===== src/rtl/sfifo_lvl_if.sv =====
// Push/pop handshake bundle for sfifo_lvl.
// master = producer/consumer side, slave = the FIFO.
interface sfifo_lvl_if #(
    parameter int DW    = 8,
    parameter int DEPTH = 4,
    parameter int CW    = $clog2(DEPTH + 1)
);
    logic          we;
    logic [DW-1:0] wd;
    logic          full;
    logic          almost_full;
    logic          re;
    logic [DW-1:0] rd;
    logic          empty;
    logic          almost_empty;
    logic [CW-1:0] count;

    modport master (
        output we, wd, re,
        input  full, almost_full, rd,
        input  empty, almost_empty, count
    );

    modport slave (
        input  we, wd, re,
        output full, almost_full, rd,
        output empty, almost_empty, count
    );
endinterface


===== src/rtl/sfifo_lvl.sv =====
// Flip-flop FIFO, any depth >= 2, with level flags and flush.
// RZ_LIB_SFIFO_ERR_EN adds sticky overflow/underflow outputs.
module sfifo_lvl #(
    parameter int DW    = 8,
    parameter int DEPTH = 4,
    parameter int AW    = $clog2(DEPTH),
    parameter int CW    = $clog2(DEPTH + 1)
) (
    input  logic          clk,
    input  logic          reset,
    input  logic          flush,
    input  logic [CW-1:0] af_level,
    input  logic [CW-1:0] ae_level,
`ifdef RZ_LIB_SFIFO_ERR_EN
    output logic          overflow,
    output logic          underflow,
`endif
    sfifo_lvl_if.slave    bus
);

    localparam logic [CW-1:0] FULLC = CW'(DEPTH);
    localparam logic [AW-1:0] LAST  = AW'(DEPTH - 1);

    logic [DW-1:0] mem [DEPTH];
    logic [AW-1:0] wptr;
    logic [AW-1:0] rptr;
    logic [CW-1:0] cnt;
    logic          pop_ok;
    logic          push_ok;

    // Explicit wrap so non-power-of-two depths work.
    function automatic logic [AW-1:0] inc(input logic [AW-1:0] p);
        return (p == LAST) ? '0 : p + 1'b1;
    endfunction

    assign pop_ok  = bus.re & (cnt != '0);
    assign push_ok = bus.we & ((cnt != FULLC) | pop_ok);

    always_ff @(posedge clk) begin
        if (push_ok & ~flush)
            mem[wptr] <= bus.wd;
    end

    always_ff @(posedge clk or posedge reset) begin
        if (reset) begin
            wptr <= '0;
            rptr <= '0;
            cnt  <= '0;
        end else if (flush) begin
            wptr <= '0;
            rptr <= '0;
            cnt  <= '0;
        end else begin
            if (push_ok)
                wptr <= inc(wptr);
            if (pop_ok)
                rptr <= inc(rptr);
            unique case ({push_ok, pop_ok})
                2'b10:   cnt <= cnt + 1'b1;
                2'b01:   cnt <= cnt - 1'b1;
                default: cnt <= cnt;
            endcase
        end
    end

`ifdef RZ_LIB_SFIFO_ERR_EN
    always_ff @(posedge clk or posedge reset) begin
        if (reset) begin
            overflow  <= 1'b0;
            underflow <= 1'b0;
        end else if (flush) begin
            overflow  <= 1'b0;
            underflow <= 1'b0;
        end else begin
            if (bus.we & ~push_ok)
                overflow <= 1'b1;
            if (bus.re & (cnt == '0))
                underflow <= 1'b1;
        end
    end
`endif

    assign bus.rd           = mem[rptr];
    assign bus.count        = cnt;
    assign bus.full         = (cnt == FULLC);
    assign bus.empty        = (cnt == '0);
    assign bus.almost_full  = (cnt >= af_level);
    assign bus.almost_empty = (cnt <= ae_level);

endmodule


===== src/flat_wrapper.sv =====
// flat-port wrapper written by rule: the top's interface ports become plain ports
module sfifo_lvl_flat 
#(
    parameter int DW    = 8,
    parameter int DEPTH = 4,
    parameter int AW    = $clog2(DEPTH),
    parameter int CW    = $clog2(DEPTH + 1)
)
  (clk, reset, flush, af_level, ae_level, bus_we, bus_wd, bus_re, bus_full, bus_almost_full, bus_rd, bus_empty, bus_almost_empty, bus_count);
  sfifo_lvl_if #(.DW(DW), .DEPTH(DEPTH), .CW(CW)) bus_i ();
  input  logic clk;
  input  logic reset;
  input  logic flush;
  input  logic [CW-1:0] af_level;
  input  logic [CW-1:0] ae_level;
  input wire logic [$bits(bus_i.we)-1:0] bus_we;
  input wire logic [$bits(bus_i.wd)-1:0] bus_wd;
  input wire logic [$bits(bus_i.re)-1:0] bus_re;
  output wire logic [$bits(bus_i.full)-1:0] bus_full;
  output wire logic [$bits(bus_i.almost_full)-1:0] bus_almost_full;
  output wire logic [$bits(bus_i.rd)-1:0] bus_rd;
  output wire logic [$bits(bus_i.empty)-1:0] bus_empty;
  output wire logic [$bits(bus_i.almost_empty)-1:0] bus_almost_empty;
  output wire logic [$bits(bus_i.count)-1:0] bus_count;
  assign bus_i.we = bus_we;
  assign bus_i.wd = bus_wd;
  assign bus_i.re = bus_re;
  assign bus_full = bus_i.full;
  assign bus_almost_full = bus_i.almost_full;
  assign bus_rd = bus_i.rd;
  assign bus_empty = bus_i.empty;
  assign bus_almost_empty = bus_i.almost_empty;
  assign bus_count = bus_i.count;
  sfifo_lvl #(.DW(DW), .DEPTH(DEPTH), .AW(AW), .CW(CW)) u_core (.clk(clk), .reset(reset), .flush(flush), .af_level(af_level), .ae_level(ae_level), .bus(bus_i));
endmodule

===== config.mk =====
export PLATFORM = sky130hd
export DESIGN_NAME = sfifo_lvl_flat
export DESIGN_NICKNAME = d
export VERILOG_FILES = /design/src/rtl/sfifo_lvl_if.sv /design/src/rtl/sfifo_lvl.sv /design/src/flat_wrapper.sv
export SDC_FILE = /design/constraint.sdc
export NUM_CORES = 1
export LEC_CHECK = 0
export ABC_CLOCK_PERIOD_IN_PS = 5400
export BUFFER_PORTS_ARGS = -buffer_cell sky130_fd_sc_hd__buf_2
export CELL_PAD_IN_SITES_DETAIL_PLACEMENT = 1
export CELL_PAD_IN_SITES_GLOBAL_PLACEMENT = 1
export CORE_MARGIN = 3
export CORE_UTILIZATION = 48
export DETAILED_ROUTE_END_ITERATION = 16
export PLACE_DENSITY_LB_ADDON = 0.3
export SYNTH_ARGS = -nofsm -noshare
export SYNTH_HDL_FRONTEND = slang
export SYNTH_SLANG_ARGS = --single-unit
export TNS_END_PERCENT = 50

===== constraint.sdc =====
create_clock -name clk -period 5.4 [get_ports clk]
set_input_delay 0.81 -clock clk [delete_from_list [all_inputs] [get_ports clk]]
set_output_delay 0.81 -clock clk [all_outputs]
set_load 0.005 [all_outputs]

# Word-level counts from Yosys, hierarchy flattened
# Memory sizes are Yosys's and may differ from the RTL's.
# Index checks and enable logic that the tools add are counted.
classes:
  bitwise_logic: 5
  n_reduce_logical: 5
  muxes: 10
  order_cmp: 2
  addsub: 4
  n_eq_ne: 6
op_table:
  columns: ["cell", "n"]
  rows:
  - ["2-bit 2-to-1 mux", 6]
  - ["2-bit == test, second input constant", 3]
  - ["3-bit case mux with 2 select lines", 1]
  - ["3-bit nonzero test", 2]
  - ["2-bit by 1-bit adder with 2-bit output, second input constant", 2]
  - ["2-bit nonzero test", 2]
  - ["3-bit by 1-bit adder with 3-bit output, second input constant", 1]
  - ["1-bit AND", 3]
  - ["3-bit == test, second input constant", 1]
  - ["3-bit >= comparator", 1]
  - ["3-bit less-or-equal comparator", 1]
  - ["3-bit zero test", 1]
  - ["3-bit 2-to-1 mux", 1]
  - ["3-bit != test, second input constant", 1]
  - ["3-bit by 1-bit subtractor with 3-bit output, second input constant", 1]
  - ["2-bit by 1-bit == test with 1-bit output, second input constant", 1]
  - ["1-bit 2-to-1 mux", 2]
  - ["1-bit NOT", 1]
  - ["1-bit OR", 1]
word_totals:
  ram_bits: 32
  word_cells: 36
  input_bits: 19
  out_inout_bits: 15
  register_bits: 7
  memories: 1
memory_table:
  columns: ["memory", "words", "width", "read_ports", "rd_clocked_by_memory_dff", "write_ports", "line", "rtl"]
  rows:
  - ["u_core.mem", 4, 8, 1, 0, 1, "sfifo_lvl.sv:24", "logic [DW-1:0] mem [DEPTH];"]

# Longest topological paths before layout
logic_depth:
  ltp_word: 7
  depth_mapped: 7
  ltp_nobuf: 6

# Least setup slack after synthesis
# OpenSTA, ideal clock, no wires.
synth_path:
  path_type: "input to register"
  from: "input bus_re"
  to: "register u_core.cnt[2], in the netlist u_core.bus.count[2]"
  path_slack_ns: 2.984
  arrival_time_ns: 2.334
  required_ns: 5.318
  stages: 7
  cell_sequence: "buf_4 -> o31ai_2 -> nor2_1 -> fa_1 -> or3b_1 -> or3_1 -> a31oi_1"
synth_between:
  elab_chain_cells: 6
  elab_cells_between_ends: 8
synth_lines:
  columns: ["element", "line", "rtl"]
  rows:
  - ["from (decl)", "flat_wrapper.sv:18", "input wire logic [$bits(bus_i.re)-1:0] bus_re;"]
  - ["1-bit AND *", "sfifo_lvl.sv:36", "assign pop_ok = bus.re & (cnt != '0);"]
  - ["1-bit OR", "sfifo_lvl.sv:37", "assign push_ok = bus.we & ((cnt != FULLC) | pop_ok);"]
  - ["1-bit AND", "sfifo_lvl.sv:37", null]
  - ["2-bit by 1-bit == test with 1-bit output or 2-bit == test (tied branches)", "sfifo_lvl.sv:58", "unique case ({push_ok, pop_ok})"]
  - ["3-bit case mux with 2 select lines", "sfifo_lvl.sv:58", null]
  - ["3-bit 2-to-1 mux", "sfifo_lvl.sv:49", "end else if (flush) begin"]
  - ["to (signal assigned)", "sfifo_lvl.sv:59", "2'b10: cnt <= cnt + 1'b1;"]
  - ["to (signal assigned)", "sfifo_lvl.sv:60", "2'b01: cnt <= cnt - 1'b1;"]
  - ["to (signal assigned)", "sfifo_lvl.sv:61", "default: cnt <= cnt;"]
  - ["to (decl)", "sfifo_lvl.sv:27", "logic [CW-1:0] cnt;"]
# Mark *: on every way between the ends. The rest lies on a longest branch, timed or not.
# A chain may end at the register's enable or synchronous reset.

# Worst setup path in the final report
layout_path:
  from: "register u_core.cnt[0], in the netlist u_core.bus.count[0]"
  to: "output bus_almost_full"
layout_between:
  elab_chain_cells: 1
layout_lines:
  columns: ["element", "line", "rtl"]
  rows:
  - ["3-bit >= comparator", "sfifo_lvl.sv:87", "assign bus.almost_full = (cnt >= af_level);"]
  - ["to (decl)", "flat_wrapper.sv:20", "output wire logic [$bits(bus_i.almost_full)-1:0] bus_almost_full;"]
# No other way between the ends.

==> impl_metrics.env <==
export IMPL_tns_ps=0
export IMPL_core_um2=3690
export IMPL_rows=22
export IMPL_pwr_share_comb_pct=15.9
export IMPL_power_mw=0.643
export IMPL_cp_arrival_ps=1940
export IMPL_synth_area_per_cell_um2=14.9
export IMPL_rsz0062_at_grt="false"
export IMPL_synth_seq_cells=39
export IMPL_fillerInstances=376
export IMPL_max_slew_margin_pct=60.3
export IMPL_gp_congestion=0.713
export IMPL_cts_buffers=5
export IMPL_drcViolationCount=0
export IMPL_cp_end_kind="output pin"
export IMPL_fin_crit_sh_pct=50.8
export IMPL_avgRoutedWirePerCell_um=17.7
export IMPL_finalSetupViolCount=0
export IMPL_cts_resized_gates=0
export IMPL_worst_setup_path_type="reg2out"
export IMPL_yosys_warnings=0
export IMPL_grt_pass1_wl_mm=5.80
export IMPL_post_route_util_pct=57.7
export IMPL_synth_seq_area_share_pct=61.0
export IMPL_cp_max_fo=10
export IMPL_ir_drop_v=0.000181
export IMPL_dieHeight_um=68.3
export IMPL_dr_pass1_iters=4
export IMPL_cts_max_path_buffers=2
export IMPL_finalClockSkew_ps=3.48
export IMPL_required_ps=4590
export IMPL_switchingPower_mw=0.161
export IMPL_synth_top_flop_cell="edfxtp_1"
export IMPL_grt_pass1_vias=1181
export IMPL_syn_nets=156
export IMPL_synth_edff_count=32
export IMPL_r2r_end="u_core.bus.count[2]"
export IMPL_multi_input_area_um2=651
export IMPL_dp_final_hpwl_mm=2.72
export IMPL_root_buffer="clkbuf_8"
export IMPL_final_cell_area_um2=2130
export IMPL_h_tree_depth=2
export IMPL_place_inst=198
export IMPL_placed_cell_area_um2=2050
export IMPL_grt_max_degree=14
export IMPL_setup_slack_ps=2650
export IMPL_path_clk_slew_ps=70
export IMPL_outcome="complete, no violations"
export IMPL_p_clk_share_pct=28.3
export IMPL_pre_cts_slack_ps=2760
export IMPL_async_flop_share_pct=17.9
export IMPL_swShare_pct=25.1
export IMPL_diodes=0
export IMPL_timing_fmax_mhz=364
export IMPL_grt_use_total_pct=18.2
export IMPL_die_w_um=68.3
export IMPL_portBuffers=33
export IMPL_critPathTopFamily="flip-flops"
export IMPL_netlist_cell_type_count=37
export IMPL_syn_to_final_growth_pct=14.4
export IMPL_hold_buffers=0
export IMPL_cpMostUsedCell="a21o_1"
export IMPL_final_nets=188
export IMPL_start_util_pct=50.5
export IMPL_reg2reg_from="u_core.bus.count[0]"
export IMPL_worstRegToRegCells=6
export IMPL_worstHoldPathType="in2async"
export IMPL_period_minus_slack_ps=2750
export IMPL_p_leak_nw=0.860
export IMPL_slowest_stage="dfrtp_1"
export IMPL_synthCells=125
export IMPL_tightestPinTransition_ps=596
export IMPL_clk_latency_ps=290
export IMPL_antenna_found_initial=0
export IMPL_hold_viol=0
export IMPL_synth_cell_area_um2=1860
export IMPL_cts_tree="done"
export IMPL_vias=1114
export IMPL_holdWs_ps=447
export IMPL_drv_cap=0
export IMPL_grt_overflow=0
export IMPL_die_area_um2=4660
export IMPL_viasPerCell=5.41
export IMPL_intPower_mw=0.481
export IMPL_final_seq_area_um2=1140
export IMPL_stdcell_count=206
export IMPL_wirelength_mm=3.65
export IMPL_drive_above_1_share_pct=31.0
export IMPL_crit_path_max_incr_delay_ps=580
export IMPL_power_density_nw_per_um2=302
export IMPL_reg2reg_slack_ps=3010
export IMPL_drv_slew=0
export IMPL_first_iter_violations=24
export IMPL_postCtsSetupBuffers=0
export IMPL_timing_critical_path_buf_inv=2
export IMPL_p_seq_share_pct=55.8
export IMPL_start_kind="flip-flop"
export IMPL_cts_sinks=39
export IMPL_antenna_left=0
export IMPL_num_io_pins=34
export IMPL_crit_chain="inv_1, ha_1, nand2b_1, a21o_1, a21o_1, buf_2"
## per-layer routing
layer	wire length (um)	vias to the layer above	track usage [%]
met5	0	-	0
met4	63	0	7.44
met3	132	6	4.93
met2	2010	21	31.4
met1	1450	560	21.2
li1	-	527	-
## how the worst max path moves through the flow
stage	start	cells past startpoint	endpoint	slack, ps
after floorplan	bus_re	7	u_core.bus.count[2]	2980
after global placement	af_level[0]	6	bus_almost_full	2860
after detailed placement	ae_level[1]	7	bus_almost_empty	2760
after CTS	u_core.bus.count[0]	6	bus_almost_full	2630
after global routing	u_core.bus.count[0]	6	bus_almost_full	2520
final	u_core.bus.count[0]	6	bus_almost_full	2650
## power by group through the flow
stage	Sequential (mW)	Clock (mW)	Combinational, mW
2_1_floorplan	0.350	0	0.0787
3_3_place_gp	0.364	0	0.0965
3_5_place_dp	0.366	0	0.104
4_1_cts	0.359	0.188	0.105
5_1_grt	0.361	0.203	0.117
6_report	0.359	0.182	0.102
## cells by family after synthesis
group	share of synthesized area, %
fa+ha+maj	8.47
buf+inv	4.03
simple gates	8.00
mux	10.8
compound gates	6.79
flops	61.0
xor+xnor	0.941
## layout make-up
class                      count  area share (%)
tap                           48            2.82
clock inverter                 2           0.353
sequential                    39            53.3
inverter                      10            1.76
clock buffer                   6            3.41
multi-input combinational     68            30.6
timing repair buffer          33            7.76
## registers in the layout, summed over array words and instances (netlist names)
signal	flops
u_core.bus.count	3
u_core.rptr	2
u_core.wptr	2
u_core.mem	32
## Yosys cell counts, types with 2 or more instances
library cell / n / area share, %
a21o_1: 2 / 0.81
a21oi_1: 4 / 1.1
a31oi_1: 2 / 0.67
and2_1: 5 / 1.7
buf_1: 2 / 0.40
buf_2: 3 / 0.81
clkbuf_1: 2 / 0.40
dfrtp_1: 7 / 9.4
edfxtp_1: 32 / 52
ha_1: 11 / 7.4
inv_1: 10 / 2.0
mux2i_1: 2 / 1.1
mux4_2: 8 / 9.7
nand2_1: 3 / 0.60
nor2_1: 4 / 0.81
nor3_1: 2 / 0.54
o21a_1: 2 / 0.81
o21ai_0: 4 / 1.1
or3_1: 2 / 0.67
## cell usage in the layout (no fill, tap or decap), types with 2 or more instances in the layout
master | Yosys | layout
ha_1 | 11 | 11
o21ai_0 | 4 | 4
mux4_2 | 8 | 8
clkinv_1 | 0 | 2
nand2_1 | 3 | 3
and2_1 | 5 | 5
dfrtp_1 | 7 | 7
nor2_1 | 4 | 4
mux2i_1 | 2 | 2
buf_2 | 3 | 33
edfxtp_1 | 32 | 32
o21a_1 | 2 | 2
a21o_1 | 2 | 2
a31oi_1 | 2 | 2
a21oi_1 | 4 | 4
inv_1 | 10 | 10
nor3_1 | 2 | 2
clkbuf_8 | 0 | 5
or3_1 | 2 | 2
(Power assumes the default switching activity.)
